File: src/rtl/ps2_pkg.sv
// Shared definitions for the PS/2 keyboard receiver: FSM state encoding,
// special scan-code bytes and the odd-parity helper.
`timescale 1ns/1ps
package ps2_pkg;

  typedef enum logic [2:0] {
    IDLE,
    DATA,
    PARITY,
    STOP,
    DONE
  } ps2_state_e;

  localparam logic [7:0] PS2_EXT  = 8'hE0;
  localparam logic [7:0] PS2_BRK  = 8'hF0;
  localparam logic [7:0] PS2_NONE = 8'h00;

  // A PS/2 frame is good when the data byte plus parity bit hold an odd number of ones.
  function automatic logic odd_parity_ok(input logic [7:0] i_byte, input logic i_par);
    return ^{i_byte, i_par};
  endfunction

endpackage

File: src/rtl/ps2_sync_filter.sv
// PS/2 line conditioning: two-flop synchronisers on clock and data, a
// FILTER_LEN-sample glitch filter on the clock, and a one-cycle strobe on each
// filtered falling edge (the moment the device guarantees data is stable).
`timescale 1ns/1ps
module ps2_sync_filter #(
  parameter int FILTER_LEN = 8
) (
  input  logic i_clk,
  input  logic i_rst_n,
  input  logic i_ps2_clk,
  input  logic i_ps2_data,
  output logic o_data_sync,
  output logic o_clk_fall
);

  localparam int CW = $clog2(FILTER_LEN + 1);
  localparam logic [CW-1:0] CNT_LAST = CW'(FILTER_LEN - 1);

  logic [1:0]    r_clk_ff;
  logic [1:0]    r_data_ff;
  logic          r_clk_filt;
  logic [CW-1:0] r_cnt;
  logic          r_fall;
  logic          w_clk_s;

  assign w_clk_s     = r_clk_ff[1];
  assign o_data_sync = r_data_ff[1];
  assign o_clk_fall  = r_fall;

  // Bring both open-collector lines into the clock domain; idle bus level is high.
  always_ff @(posedge i_clk or negedge i_rst_n) begin
    if (!i_rst_n) begin
      r_clk_ff  <= 2'b11;
      r_data_ff <= 2'b11;
    end else begin
      r_clk_ff  <= {r_clk_ff[0], i_ps2_clk};
      r_data_ff <= {r_data_ff[0], i_ps2_data};
    end
  end

  // Accept a new clock level only after FILTER_LEN consecutive disagreeing samples; flag 1->0 flips.
  always_ff @(posedge i_clk or negedge i_rst_n) begin
    if (!i_rst_n) begin
      r_clk_filt <= 1'b1;
      r_cnt      <= '0;
      r_fall     <= 1'b0;
    end else begin
      r_fall <= 1'b0;
      if (w_clk_s == r_clk_filt) begin
        r_cnt <= '0;
      end else if (r_cnt == CNT_LAST) begin
        r_clk_filt <= w_clk_s;
        r_cnt      <= '0;
        r_fall     <= ~w_clk_s;
      end else begin
        r_cnt <= r_cnt + CW'(1);
      end
    end
  end

endmodule

File: src/rtl/ps2_keyboard_rx.sv
// PS/2 keyboard receiver feeding the keyboard port of the memory controller.
// Deserialises device-to-host frames, swallows E0/F0 prefixes and presents the
// make code of the currently held key on o_scan_code.
// Build option: define PS2_PARITY_CHECK_EN to reject frames with bad odd parity;
// otherwise the parity bit is consumed and only the stop bit is checked.
`timescale 1ns/1ps
module ps2_keyboard_rx
  import ps2_pkg::*;
#(
  parameter int CLK_HZ      = 50_000_000,
  parameter int FILTER_LEN  = 8,
  parameter int TIMEOUT_CYC = CLK_HZ / 1000
) (
  input  logic       i_clk,
  input  logic       i_rst_n,
  input  logic       i_ps2_clk,
  input  logic       i_ps2_data,
  output logic [7:0] o_scan_code,
  output logic       o_key_valid,
  output logic       o_key_held,
  output logic       o_frame_error
);

  localparam int TW = $clog2(TIMEOUT_CYC + 1);
  localparam logic [TW-1:0] TOUT_LAST = TW'(TIMEOUT_CYC - 1);

  ps2_state_e    r_state;
  ps2_state_e    w_next;
  logic          w_data_sync;
  logic          w_clk_fall;
  logic [7:0]    r_shift;
  logic [2:0]    r_bit_cnt;
  logic [TW-1:0] r_tcnt;
  logic          r_brk;
  logic [7:0]    r_scan;
  logic          r_held;
  logic          r_valid;
  logic          r_err;
  logic          w_busy;
  logic          w_timeout;
  logic          w_stop_ok;
  logic          w_start;
  logic          w_shift;
  logic          w_start_err;
  logic          w_stop_err;
  logic          w_decode;
`ifdef PS2_PARITY_CHECK_EN
  logic          r_parity;
  logic          w_cap_par;
`endif

  ps2_sync_filter #(
    .FILTER_LEN (FILTER_LEN)
  ) u_sync_filter (
    .i_clk       (i_clk),
    .i_rst_n     (i_rst_n),
    .i_ps2_clk   (i_ps2_clk),
    .i_ps2_data  (i_ps2_data),
    .o_data_sync (w_data_sync),
    .o_clk_fall  (w_clk_fall)
  );

  assign w_busy    = (r_state == DATA) || (r_state == PARITY) || (r_state == STOP);
  assign w_timeout = w_busy && !w_clk_fall && (r_tcnt == TOUT_LAST);

`ifdef PS2_PARITY_CHECK_EN
  assign w_stop_ok = w_data_sync && odd_parity_ok(r_shift, r_parity);
`else
  assign w_stop_ok = w_data_sync;
`endif

  assign o_scan_code   = r_scan;
  assign o_key_valid   = r_valid;
  assign o_key_held    = r_held;
  assign o_frame_error = r_err;

  // Frame state register.
  always_ff @(posedge i_clk or negedge i_rst_n) begin
    if (!i_rst_n) r_state <= IDLE;
    else          r_state <= w_next;
  end

  // Frame progression moves on sample strobes; a stalled frame is abandoned on timeout.
  always_comb begin
    w_next = r_state;
    unique case (r_state)
      IDLE:    if (w_clk_fall && !w_data_sync) w_next = DATA;
      DATA:    if (w_clk_fall) begin
                 if (r_bit_cnt == 3'd7) w_next = PARITY;
               end else if (w_timeout) w_next = IDLE;
      PARITY:  if (w_clk_fall) w_next = STOP;
               else if (w_timeout) w_next = IDLE;
      STOP:    if (w_clk_fall) w_next = w_stop_ok ? DONE : IDLE;
               else if (w_timeout) w_next = IDLE;
      DONE:    w_next = IDLE;
      default: w_next = IDLE;
    endcase
  end

  // Per-state datapath strobes derived from the current state and the sample strobe.
  always_comb begin
    w_start     = 1'b0;
    w_shift     = 1'b0;
    w_start_err = 1'b0;
    w_stop_err  = 1'b0;
    w_decode    = 1'b0;
`ifdef PS2_PARITY_CHECK_EN
    w_cap_par   = 1'b0;
`endif
    case (r_state)
      IDLE: begin
        w_start     = w_clk_fall & ~w_data_sync;
        w_start_err = w_clk_fall &  w_data_sync;
      end
      DATA:   w_shift    = w_clk_fall;
`ifdef PS2_PARITY_CHECK_EN
      PARITY: w_cap_par  = w_clk_fall;
`endif
      STOP:   w_stop_err = w_clk_fall & ~w_stop_ok;
      DONE:   w_decode   = 1'b1;
      default: ;
    endcase
  end

  // Shift data bits in LSB first and count them; the count restarts on every start bit.
  always_ff @(posedge i_clk or negedge i_rst_n) begin
    if (!i_rst_n) begin
      r_shift   <= '0;
      r_bit_cnt <= '0;
    end else if (w_start) begin
      r_bit_cnt <= '0;
    end else if (w_shift) begin
      r_shift   <= {w_data_sync, r_shift[7:1]};
      r_bit_cnt <= r_bit_cnt + 3'd1;
    end
  end

`ifdef PS2_PARITY_CHECK_EN
  // Hold the received parity bit for the check made when the stop bit arrives.
  always_ff @(posedge i_clk or negedge i_rst_n) begin
    if (!i_rst_n)       r_parity <= 1'b0;
    else if (w_cap_par) r_parity <= w_data_sync;
  end
`endif

  // Count idle cycles inside a frame; any strobe restarts the count, so a coincident strobe beats the timeout.
  always_ff @(posedge i_clk or negedge i_rst_n) begin
    if (!i_rst_n)                    r_tcnt <= '0;
    else if (!w_busy || w_clk_fall)  r_tcnt <= '0;
    else if (!w_timeout)             r_tcnt <= r_tcnt + TW'(1);
  end

  // Decode completed bytes into held-key tracking; prefixes only arm the break flag (E0 is just swallowed).
  always_ff @(posedge i_clk or negedge i_rst_n) begin
    if (!i_rst_n) begin
      r_brk   <= 1'b0;
      r_scan  <= PS2_NONE;
      r_held  <= 1'b0;
      r_valid <= 1'b0;
      r_err   <= 1'b0;
    end else begin
      r_valid <= 1'b0;
      r_err   <= w_start_err | w_stop_err | w_timeout;
      if (w_stop_err) r_brk <= 1'b0;
      if (w_decode) begin
        if (r_shift == PS2_BRK) begin
          r_brk <= 1'b1;
        end else if (r_shift != PS2_EXT) begin
          r_brk <= 1'b0;
          if (!r_brk) begin
            r_scan  <= r_shift;
            r_held  <= 1'b1;
            r_valid <= 1'b1;
          end else if (r_shift == r_scan) begin
            r_scan <= PS2_NONE;
            r_held <= 1'b0;
          end
        end
      end
    end
  end

endmodule

File: config.mk
export PLATFORM = sky130hd
export DESIGN_NAME = ps2_keyboard_rx
export DESIGN_NICKNAME = d
export VERILOG_FILES = /design/src/rtl/ps2_pkg.sv /design/src/rtl/ps2_sync_filter.sv /design/src/rtl/ps2_keyboard_rx.sv
export SDC_FILE = /design/constraint.sdc
export NUM_CORES = 1
export LEC_CHECK = 0
export ABC_AREA = 1
export BUFFER_PORTS_ARGS = -buffer_cell sky130_fd_sc_hd__buf_2
export CAP_MARGIN = 20
export CORE_MARGIN = 4
export CORE_UTILIZATION = 40
export CTS_CLUSTER_DIAMETER = 100
export DETAILED_ROUTE_END_ITERATION = 12
export SETUP_SLACK_MARGIN = 0.02
export SYNTH_ARGS = -nofsm -noshare
export SYNTH_HDL_FRONTEND = slang
export SYNTH_SLANG_ARGS = --single-unit
File: constraint.sdc
create_clock -name i_clk -period 1.15 [get_ports i_clk]
set_input_delay 0.115 -clock i_clk [delete_from_list [all_inputs] [get_ports i_clk]]
set_output_delay 0.115 -clock i_clk [all_outputs]
set_load 0.02 [all_outputs]
==> results of run 1 <==
critical path, delay by kind of cell (launching register included):
kind,cells,cell delay (ns)
AND/OR/NAND/NOR,4,0.50
flip-flops,1,0.42
buffers and inverters,3,0.35
repair_timing:
| action | CTS | global route |
|---|---|---|
| gates cloned | 3 | 1 |
| setup endpoints to repair | 49 | 49 |
| setup buffers | 15 | 10 |
| hold endpoints to repair | 15 | 0 |
| resized for setup | 69 | 82 |
| pin swaps | 19 | 27 |
| hold buffers | 3 | 0 |
final cells by class:
type                    count  area [sq um]
well taps                  77          96.3
multi-input cells         223          1570
repair inverters            1          11.3
clock inverters             1          7.51
repair buffers             87           729
flip-flops and latches     52          1320
fillers                   546          2430
clock buffers               7          86.3
inverters                  47           206
power groups by stage:
stage	sequential (mW)	clock, mW	combinational [mW]
after floorplan	2.22	0	0.759
after global placement	2.25	0	1.18
after detailed placement	2.26	0	1.19
after CTS	2.26	1.15	1.54
after global routing	2.29	1.24	2.06
final	2.27	1.11	1.85
through the flow:
step                      setup slack [ns]  cell area (sq um)  TNS [ns]  util, %
after global placement              -0.195               3220     -3.95     49.9
after global routing                -0.336               4030     -8.12     62.4
after CTS                           -0.167               3690     -3.50     57.2
after floorplan                    -0.0621               2730    -0.721        -
final                               -0.224               4030     -4.95     62.4
after detailed placement            -0.218               3220     -4.79     49.9
sequential cells by signal, summed over array words and instances (netlist names):
name / count
u_sync_filter.o_clk_fall: 1
o_key_valid: 1
r_tcnt: 16
r_brk: 1
r_state: 3
o_key_held: 1
u_sync_filter.r_cnt: 4
u_sync_filter.r_clk_ff: 2
u_sync_filter.r_clk_filt: 1
r_bit_cnt: 3
o_frame_error: 1
o_scan_code: 8
u_sync_filter.r_data_ff: 2
r_shift: 8
cell usage in the layout (no fill, tap or decap), types with 12 or more instances in the layout:
cell	n
dfrtp_1	35
inv_2	13
buf_4	53
buf_6	17
nand3_1	15
nor2_1	21
nand2_2	26
dfrtp_2	12
nand2_1	48
inv_1	29
cells by family (layout without fill, tap and decap cells):
kind of cell / after synthesis / count (layout) / share of synthesized area (%)
xor gates and xnor gates: 8 / 8 / 2.60
and+or+nand+nor: 174 / 176 / 31.8
AOI/OAI and AO/OA: 35 / 35 / 7.19
DFF: 52 / 52 / 48.5
adders and majority gates: 4 / 4 / 1.86
buffers and inverters: 50 / 143 / 8.12
metal layers:
metal	part of all wire, %	up-vias	wire length, um
li1	-	1225	-
met1	42	1177	2820
met2	54	34	3600
met3	2.5	9	168
met4	1.4	0	93
met5	0	-	0
worst max-delay path by stage:
stage / startpoint / endpoint / cells past startpoint
floorplan: r_tcnt[0] / r_tcnt[12] / 8
global placement: r_shift[0] / o_scan_code[5] / 8
detailed placement: r_state[1] / o_frame_error / 5
CTS: r_tcnt[1] / r_tcnt[12] / 9
global route: r_tcnt[1] / r_tcnt[9] / 10
finish: r_tcnt[1] / r_tcnt[3] / 7
==> metrics.cfg, run 1 <==
[worst_setup_path]
cp_max_fo=4
crit_chain=buf_4, buf_4, nand3_2, inv_2, or2_2, nand3_1, nand2_1
start_kind=flip-flop
rr_worst_depth=7
path_common_cell=buf_4
r2r_end=r_tcnt[3]
crit_required_ns=1.36
arrival_ns=1.58
cp_slowest_cell=dfrtp_1
critical_path_class=reg2reg
r2r-start=r_tcnt[1]
endpoint_kind=flip-flop
crit_path_max_incr_delay_ns=0.42
ff2ff_setup_slack_ns=-0.22

[global_routing]
grt_overflow=0
use_met3_pct=3.09
grt_max_degree=18
grt_usage_pct=16.7
busiest_layer=met2
antenna_found_initial=0
grtUsageMet1_pct=19.9
grt_pass1_wl_mm=11.2
use_met2_pct=29.9
grt_pass1_vias=2414

[floorplan]
die_area_sq_um=8120
core-area_sq_um=6460
row_count=29
io_pins=15
die_w_um=90.1
initial_core_util_pct=41.8
dieHeight_um=90.1

[cts]
cts.root.buffer_cell=clkbuf_8
cts.sinks=52
cts_made_buffers=5
clock_latency_ns=0.31
cts_tree=done
path_clk_slew_ns=0.10
clockBufferDepth=2
h-tree-depth=2

[run_status]
status=finished, violations left
violations=setup timing

[synth]
synth.distinct_cells=34
synth.most_common_cell=nand2_1
ys_ff_latch=52
synth_edf_count=0
synth_top_area_cell=dfrtp_1
avgSynthCellArea_sq_um=8.35
async_reset_ff_share_pct=100
synthTopCellsByArea=dfrtp_1 44%, nand2_1 10%, inv_1 5.7%, nand3_1 5.0%, dfstp_2 4.9%
synth_top_area_share_pct=43.6
yosysSeqAreaShare_pct=48.5
ys_warn_count=0
synthCells=323
synth_common_cells=74 x nand2_1, 47 x dfrtp_1, 41 x inv_1, 31 x nor2_1, 27 x nand3_1
synth_top_flop_cell=dfrtp_1
synth.net_count=331
synth_area_sq_um=2700

[timing]
fin_crit_ns=1.37
finalHoldWorstSlack_ns=0.236
rsz0062_at_grt=true
hold_violations=0
clock_skew_ns=0.0122
setup_ws_ns=-0.224
drv_slew=0
setup_viol=37
post-route-period-util_pct=120
max_clock_freq_ghz=0.728
worst_slew_pin_slew_ns=0.365
slew_headroom_pct=75.7

[layout]
num_antenna_cells=0
num-nets-final=425
area_growth_pct=49.4
drive_gt1_share_pct=53.3
fin_cells=495

[power_and_ir_drop]
pwr-share-seq_pct=43.4
sw_frac_of_total_pct=33.8
intPower_mw=3.46
p_leak_nw=1.95
comb_power_share_pct=35.4
power_density_nw_per_um2=1300
finalPower_mw=5.22
p_switching_mw=1.76
power_frac_clock_pct=21.2
vdd_drop_max_mv=0.496

[min_path]
worst_hold_path_type=in2async

[detailed_routing]
wl_per_cell_um=13.5
ant_nets=0
vias=2445
routed_wl_mm=6.68
viasPerCell=4.94
drtPass1Iterations=4
drt_iter0_markers=115
route.detailed.drc=0

[flow_run]
drv_cap=0

[placed_design]
io_buffers=14
dp_cells=457
place_congestion=0.871
dp_hpwl_mm=4.31

Note: power is estimated with default switching activity, not from simulation.
==> inputs of run 2 (changes only) <==
--- a/config.mk
+++ b/config.mk
@@ -8,10 +8,14 @@
 export ABC_AREA = 1
 export BUFFER_PORTS_ARGS = -buffer_cell sky130_fd_sc_hd__buf_2
 export CAP_MARGIN = 20
+export CELL_PAD_IN_SITES_DETAIL_PLACEMENT = 0
+export CELL_PAD_IN_SITES_GLOBAL_PLACEMENT = 1
 export CORE_MARGIN = 4
 export CORE_UTILIZATION = 40
+export CTS_BUF_LIST = sky130_fd_sc_hd__clkbuf_2 sky130_fd_sc_hd__clkbuf_4 sky130_fd_sc_hd__clkbuf_8
 export CTS_CLUSTER_DIAMETER = 100
 export DETAILED_ROUTE_END_ITERATION = 12
+export PLACE_DENSITY_LB_ADDON = 0.1
 export SETUP_SLACK_MARGIN = 0.02
 export SYNTH_ARGS = -nofsm -noshare
 export SYNTH_HDL_FRONTEND = slang
==> run 2 against run 1 <==
The flow still finishes with violations (setup timing). Maximum frequency increased by 0.16%. Count of clock-buffer cells in the layout decreased by 1. Sequential share of layout area increased by 0.14 points. Clock power decreased by 5%. Sequential power about the same. Sequential cell count unchanged. Cell area decreased by 0.34%. Critical endpoint is now o_scan_code[6]. Largest cell class unchanged.
==> metrics.cfg, run 2 (synthesized netlist as in run 1, its figures left out) <==
[layout]
fin_cells=501  ; +1.2%
largest_register_ffs=16  ; unchanged
fillers=578  ; +5.9%
final_core_util_pct=62.2  ; -0.21 points
drive_gt1_share_pct=51.7  ; -1.7 points
num_antenna_cells=0  ; unchanged
num-nets-final=431  ; +1.4%
regMostFlops=r_tcnt
final_common_cell=buf_4
area_growth_pct=48.8
final_cell_mix=62 x buf_4, 55 x nand2_1, 34 x dfrtp_1

[cts]
cts.sinks=52  ; unchanged
cts_tree=done
cts_made_buffers=5  ; unchanged
clockBufferDepth=2  ; unchanged
clock_latency_ns=0.30  ; about the same
path_clk_slew_ns=0.10  ; about the same
cts.root.buffer_cell=clkbuf_8
h-tree-depth=2  ; unchanged

[power_and_ir_drop]
comb_power_share_pct=34.0  ; -1.4 points
intPower_mw=3.35  ; -3.1%
pwr-share-seq_pct=45.0  ; +1.6 points
power_density_nw_per_um2=1250  ; -3.4%
p_leak_nw=1.91  ; -1.9%
sw_frac_of_total_pct=33.4  ; -0.39 points
finalPower_mw=5.03  ; -3.7%
p_switching_mw=1.68  ; -4.8%
vdd_drop_max_mv=0.899  ; +81%
power_frac_clock_pct=21.0  ; -0.2 points

[worst_setup_path]
critical_path_class=reg2reg
crit_chain=nor2_4, nand2_2, nor2_4, nor2_8, nand2_8, clkinv_8, nand2_4, nand2_2
cp_slowest_cell=dfrtp_2
start_kind=flip-flop
cp_top_family=simple AND/OR/NAND/NOR gates
cp_max_fo=6  ; +2
crit_path_max_incr_delay_ns=0.46  ; +0.04 ns
arrival_ns=1.57  ; about the same
crit_buf_inv=1  ; -2
crit_required_ns=1.35  ; about the same
endpoint_kind=flip-flop

[detailed_routing]
wl_per_cell_um=12.8  ; -5.3%
dr_wl_met2_mm=3.35  ; -7.1%
routed_wl_mm=6.41  ; -4.1%
vias=2417  ; -1.1%
top_layer=met4
drt_iter0_markers=71  ; -38%
viasPerCell=4.82  ; -2.3%
drtPass1Iterations=5  ; +1
route.detailed.drc=0  ; unchanged
wl_met3_um=129  ; -23%
m1WireLength_mm=2.82  ; +0.21%
ant_nets=0  ; unchanged

[floorplan]
core-area_sq_um=6460  ; unchanged
row_count=29  ; unchanged
io_pins=15  ; unchanged
die_area_sq_um=8120  ; unchanged
die_w_um=90.1  ; unchanged
initial_core_util_pct=41.8  ; unchanged
dieHeight_um=90.1  ; unchanged

[global_routing]
grt_max_degree=53  ; +35
grt_pass1_wl_mm=10.7  ; -4.0%
grt_pass1_vias=2321  ; -3.9%
grt_overflow=0  ; unchanged
grt_usage_pct=15.9  ; -0.81 points
antenna_found_initial=0  ; unchanged

[timing]
max_clock_freq_ghz=0.729  ; +0.16%
rsz0062_at_grt=true
clock_skew_ns=0.00892  ; -0.00330 ns
hold_violations=0  ; unchanged
fin_crit_ns=1.37  ; -0.00219 ns
setup_ws_ns=-0.222  ; +0.00219 ns
drv_slew=0  ; unchanged
slew_headroom_pct=81.0  ; +5.3 points
worst_slew_pin_slew_ns=0.285  ; -0.0797 ns
setup_viol=32  ; -14%
post-route-period-util_pct=119  ; -0.19 points

[placed_design]
dp_hpwl_mm=4.31  ; about the same
io_buffers=14  ; unchanged
dp_cells=465  ; +1.8%
place_congestion=0.804  ; -7.7%
dp_slack_ns=-0.195  ; +0.0232 ns

[run_status]
violations=setup timing
status=finished, violations left

[flow_run]
drv_cap=0  ; unchanged

[min_path]
worst_hold_path_type=in2async

## run 2: cell types whose count changed in the layout (fill, tap and decap cells not counted), sizes merged
cell and change:
clkbuf -1, inv -1, clkinv +2, buf +6
## run 2: final cells by class
cell class | count | area, sq um | share of cell area, %
sequential | 52 | 1320 | 33.0
clock buffer | 6 | 76.3 | 1.90
inverter | 47 | 206 | 5.14
multi-input combinational | 223 | 1530 | 38.1
timing repair inverter | 1 | 11.3 | 0.280
tap | 77 | 96.3 | 2.40
clock inverter | 2 | 12.5 | 0.312
timing repair buffer | 93 | 757 | 18.9
## run 2: layer usage
metal	vias up	GRT usage (%)
met4	0	3.83
met1	1146	19.9
met3	9	2.59
met2	28	28.4
met5	-	0
li1	1234	-
## run 2: repair_timing
item | in CTS | in global routing
endpoints found under the hold margin | 49 | 0
hold buffers | 3 | 0
gates cloned | 3 | 1
gates resized for setup | 51 | 81
pin swaps | 19 | 29
buffers inserted | 11 | 11
setup endpoints to repair | 47 | 49
## run 2: final timing paths
check	from	endpoint	slack (ns)	cells past startpoint
setup / recovery	r_shift[0]	o_scan_code[6]	-0.22	8
hold / removal	i_rst_n	o_key_held	0.33	3
setup reg to reg	r_shift[0]	o_scan_code[6]	-0.22	8
hold reg to reg	u_sync_filter.r_data_ff[0]	u_sync_filter.r_data_ff[1]	0.36	0
max in group asynchronous	i_rst_n	u_sync_filter.r_data_ff[0]	0.52	3
min in group i_clk	u_sync_filter.r_data_ff[0]	u_sync_filter.r_data_ff[1]	0.36	0
## run 2: stage by stage
step	hold WS [ns]	setup TNS, ns	cell area, sq um
floorplan	-0.181	-0.721	2730
global placement	0.134	-3.62	3280
detailed placement	0.135	-4.50	3280
CTS	0.335	-4.13	3680
global route	0.356	-6.64	4020
finish	0.330	-3.94	4020
## run 2: worst register-to-register path: stages, from the launching register on
cell and delay, ns:
dfrtp_2 0.46, nor2_4 0.15, nand2_2 0.08, nor2_4 0.17, nor2_8 0.08, nand2_8 0.14, clkinv_8 0.09, nand2_4 0.07
nand2_2 0.04
## run 2: power by group through the flow
stage	sequential [mW]	clock [mW]	combinational (mW)
4_1_cts	2.24	1.11	1.52
3_5_place_dp	2.26	0	1.26
6_report	2.26	1.06	1.71
3_3_place_gp	2.26	0	1.24
2_1_floorplan	2.22	0	0.759
5_1_grt	2.29	1.19	1.89
==> inputs of run 3 (changes only) <==
--- a/config.mk
+++ b/config.mk
@@ -6,7 +6,7 @@
 export NUM_CORES = 1
 export LEC_CHECK = 0
 export ABC_AREA = 1
-export BUFFER_PORTS_ARGS = -buffer_cell sky130_fd_sc_hd__buf_2
+export BUFFER_PORTS_ARGS = -buffer_cell sky130_fd_sc_hd__buf_4
 export CAP_MARGIN = 20
 export CELL_PAD_IN_SITES_DETAIL_PLACEMENT = 0
 export CELL_PAD_IN_SITES_GLOBAL_PLACEMENT = 1
==> run 3 against run 2 <==
Utilization up 4.3 points. Via count is 2.8% higher. Critical path type unchanged. Clock skew fell by 0.0016 ns. Final cell count is 1.6% higher. Count of clock-buffer cells in the layout is 1 lower. The run still ends with setup timing left. Worst setup slack improved by 0.027 ns. Highest routed layer unchanged.
==> metrics.cfg, run 3 (synthesized netlist as in run 1, its figures left out) <==
[layout]
num_antenna_cells=0  ; unchanged
drive_gt1_share_pct=58.3  ; +6.7 points
largest_register_ffs=16  ; unchanged
regMostFlops=r_tcnt
stdcell_area_sq_um=4290  ; +6.9%
num-nets-final=439  ; +1.9%
fillers=524  ; -9.3%
final_core_util_pct=66.4  ; +4.3 points
fin_cells=509  ; +1.6%
final_common_cell=buf_4
final_cell_mix=68 x buf_4, 50 x nand2_1, 31 x dfrtp_1
area_growth_pct=59.0

[timing]
clock_skew_ns=0.00727  ; -0.00165 ns
rsz0062_at_grt=true
max_clock_freq_ghz=0.743  ; +2.0%
setup_ws_ns=-0.195  ; +0.0271 ns
hold_violations=0  ; unchanged
drv_slew=0  ; unchanged
fin_tns_setup_ns=-4.54  ; -0.600 ns
worst_slew_pin_slew_ns=0.297  ; +0.0117 ns
fin_crit_ns=1.35  ; -0.0271 ns
post-route-period-util_pct=117  ; -2.4 points
slew_headroom_pct=80.2  ; -0.80 points
finalHoldWorstSlack_ns=0.307  ; -0.0226 ns
setup_viol=36  ; +13%

[worst_setup_path]
crit_required_ns=1.39  ; +0.04 ns
cp_top_family=flip-flops
cp_max_fo=3  ; -3
start_kind=flip-flop
r2r-start=r_tcnt[0]
rr_worst_depth=8  ; unchanged
cp_slowest_cell=dfrtp_1
crit_chain=ha_4, nand2_4, clkinv_4, nand4_1, nor2_2, buf_4, o21ai_1, a21oi_1
crit_buf_inv=2  ; +1
r2r_end=r_tcnt[8]
crit_path_max_incr_delay_ns=0.43  ; -0.03 ns
ff2ff_setup_slack_ns=-0.20  ; +0.03 ns
critical_path_class=reg2reg
endpoint_kind=flip-flop
arrival_ns=1.58  ; about the same

[placed_design]
place_congestion=0.781  ; -2.8%
dp_hpwl_mm=4.26  ; -1.0%
dp_cells=466  ; +0.22%
dpl-instance-area_sq_um=3330  ; +1.3%
io_buffers=14  ; unchanged
dp_slack_ns=-0.223  ; -0.0282 ns

[global_routing]
antenna_found_initial=0  ; unchanged
grt_overflow=0  ; unchanged
use_met2_pct=29.2  ; +0.75 points
grt_pass1_wl_mm=11.2  ; +4.6%
grtUsageMet1_pct=20.9  ; +1.0 points
busiest_layer=met2
grt_pass1_vias=2441  ; +5.2%
grt_usage_pct=16.7  ; +0.88 points
grt_max_degree=53  ; unchanged
use_met3_pct=2.67  ; +0.083 points

[detailed_routing]
drtPass1Iterations=4  ; -1
route.detailed.drc=0  ; unchanged
routed_wl_mm=7.01  ; +9.4%
viasPerCell=4.88  ; +1.2%
ant_nets=0  ; unchanged
vias=2485  ; +2.8%
drt_iter0_markers=91  ; +28%
wl_per_cell_um=13.8  ; +7.6%

[power_and_ir_drop]
finalPower_mw=5.60  ; +11%
vdd_drop_max_mv=1.28  ; +42%
p_leak_nw=2.00  ; +4.6%
power_density_nw_per_um2=1300  ; +4.1%

[cts]
cts_made_buffers=5  ; unchanged
cts_tree=done
path_clk_slew_ns=0.10  ; about the same
cts.sinks=52  ; unchanged
clock_latency_ns=0.31  ; about the same
h-tree-depth=2  ; unchanged
cts.root.buffer_cell=clkbuf_8
clockBufferDepth=2  ; unchanged

[floorplan]
initial_core_util_pct=41.8  ; unchanged
dieHeight_um=90.1  ; unchanged
die_area_sq_um=8120  ; unchanged
die_w_um=90.1  ; unchanged
io_pins=15  ; unchanged
row_count=29  ; unchanged
core-area_sq_um=6460  ; unchanged

[min_path]
worst_hold_path_type=in2async

[flow_run]
drv_cap=0  ; unchanged

[run_status]
violations=setup timing
status=finished, violations left

## run 3: cell types whose count changed in the layout (fill, tap and decap cells not counted), moves of 4 or more
cell     previous run  this run
buf_2              10         0
buf_6              17        27
buf_4              62        68
nand2_1            55        50
nand3_2            15        10
nor2_1             22        17
nand2_2            22        26
nand3_4             2         6
o21ai_0             5         1
## run 3: per-layer routing
| layer | part of all wire (%) | vias to the layer above | wire length (um) |
|---|---|---|---|
| li1 | - | 1254 | - |
| met1 | 43 | 1175 | 3000 |
| met2 | 52 | 41 | 3670 |
| met3 | 2.6 | 15 | 181 |
| met4 | 2.3 | 0 | 158 |
| met5 | 0 | - | 0 |
## run 3: worst min-delay path, cell delays in order
cell           delay, ns
dlygate4sd3_1       0.53
buf_4               0.11
buf_12              0.26
## run 3: power by group
group / total (mW) / internal [mW] / leakage, nW / switching [mW]
Clock: 1.10 / 0.438 / 0.0485 / 0.662
Sequential: 2.32 / 2.05 / 0.666 / 0.264
Combinational: 2.18 / 1.13 / 1.28 / 1.05
## run 3: cell type report
| cell class | count | area [sq um] | area share [%] |
|---|---|---|---|
| repair inverters | 1 | 8.76 | 0.204 |
| multi-input cells | 223 | 1660 | 38.7 |
| clock buffers | 5 | 68.8 | 1.60 |
| inverters | 47 | 208 | 4.84 |
| repair buffers | 101 | 900 | 21.0 |
| well taps | 77 | 96.3 | 2.25 |
| flip-flops and latches | 52 | 1330 | 30.9 |
| clock inverters | 3 | 22.5 | 0.525 |
## run 3: how the worst max path moves through the flow
stage          slack (ns)             end       start  cells past startpoint
6_report            -0.20       r_tcnt[8]   r_tcnt[0]                      8
5_1_grt             -0.30       r_tcnt[8]   r_tcnt[0]                      8
2_1_floorplan       -0.06      r_tcnt[12]   r_tcnt[0]                      8
3_5_place_dp        -0.22  o_scan_code[5]  r_shift[0]                      8
3_3_place_gp        -0.21  o_scan_code[5]  r_shift[0]                      8
4_1_cts             -0.16  o_scan_code[3]  r_shift[2]                      8
## run 3: what timing repair did
item | 4_1_cts | 5_1_grt
gates resized for setup | 77 | 103
gates cloned | 3 | 1
setup endpoints to repair | 53 | 52
setup buffers | 15 | 17
hold buffers | 3 | 0
pin swaps | 26 | 46
hold endpoints to repair | 49 | 0
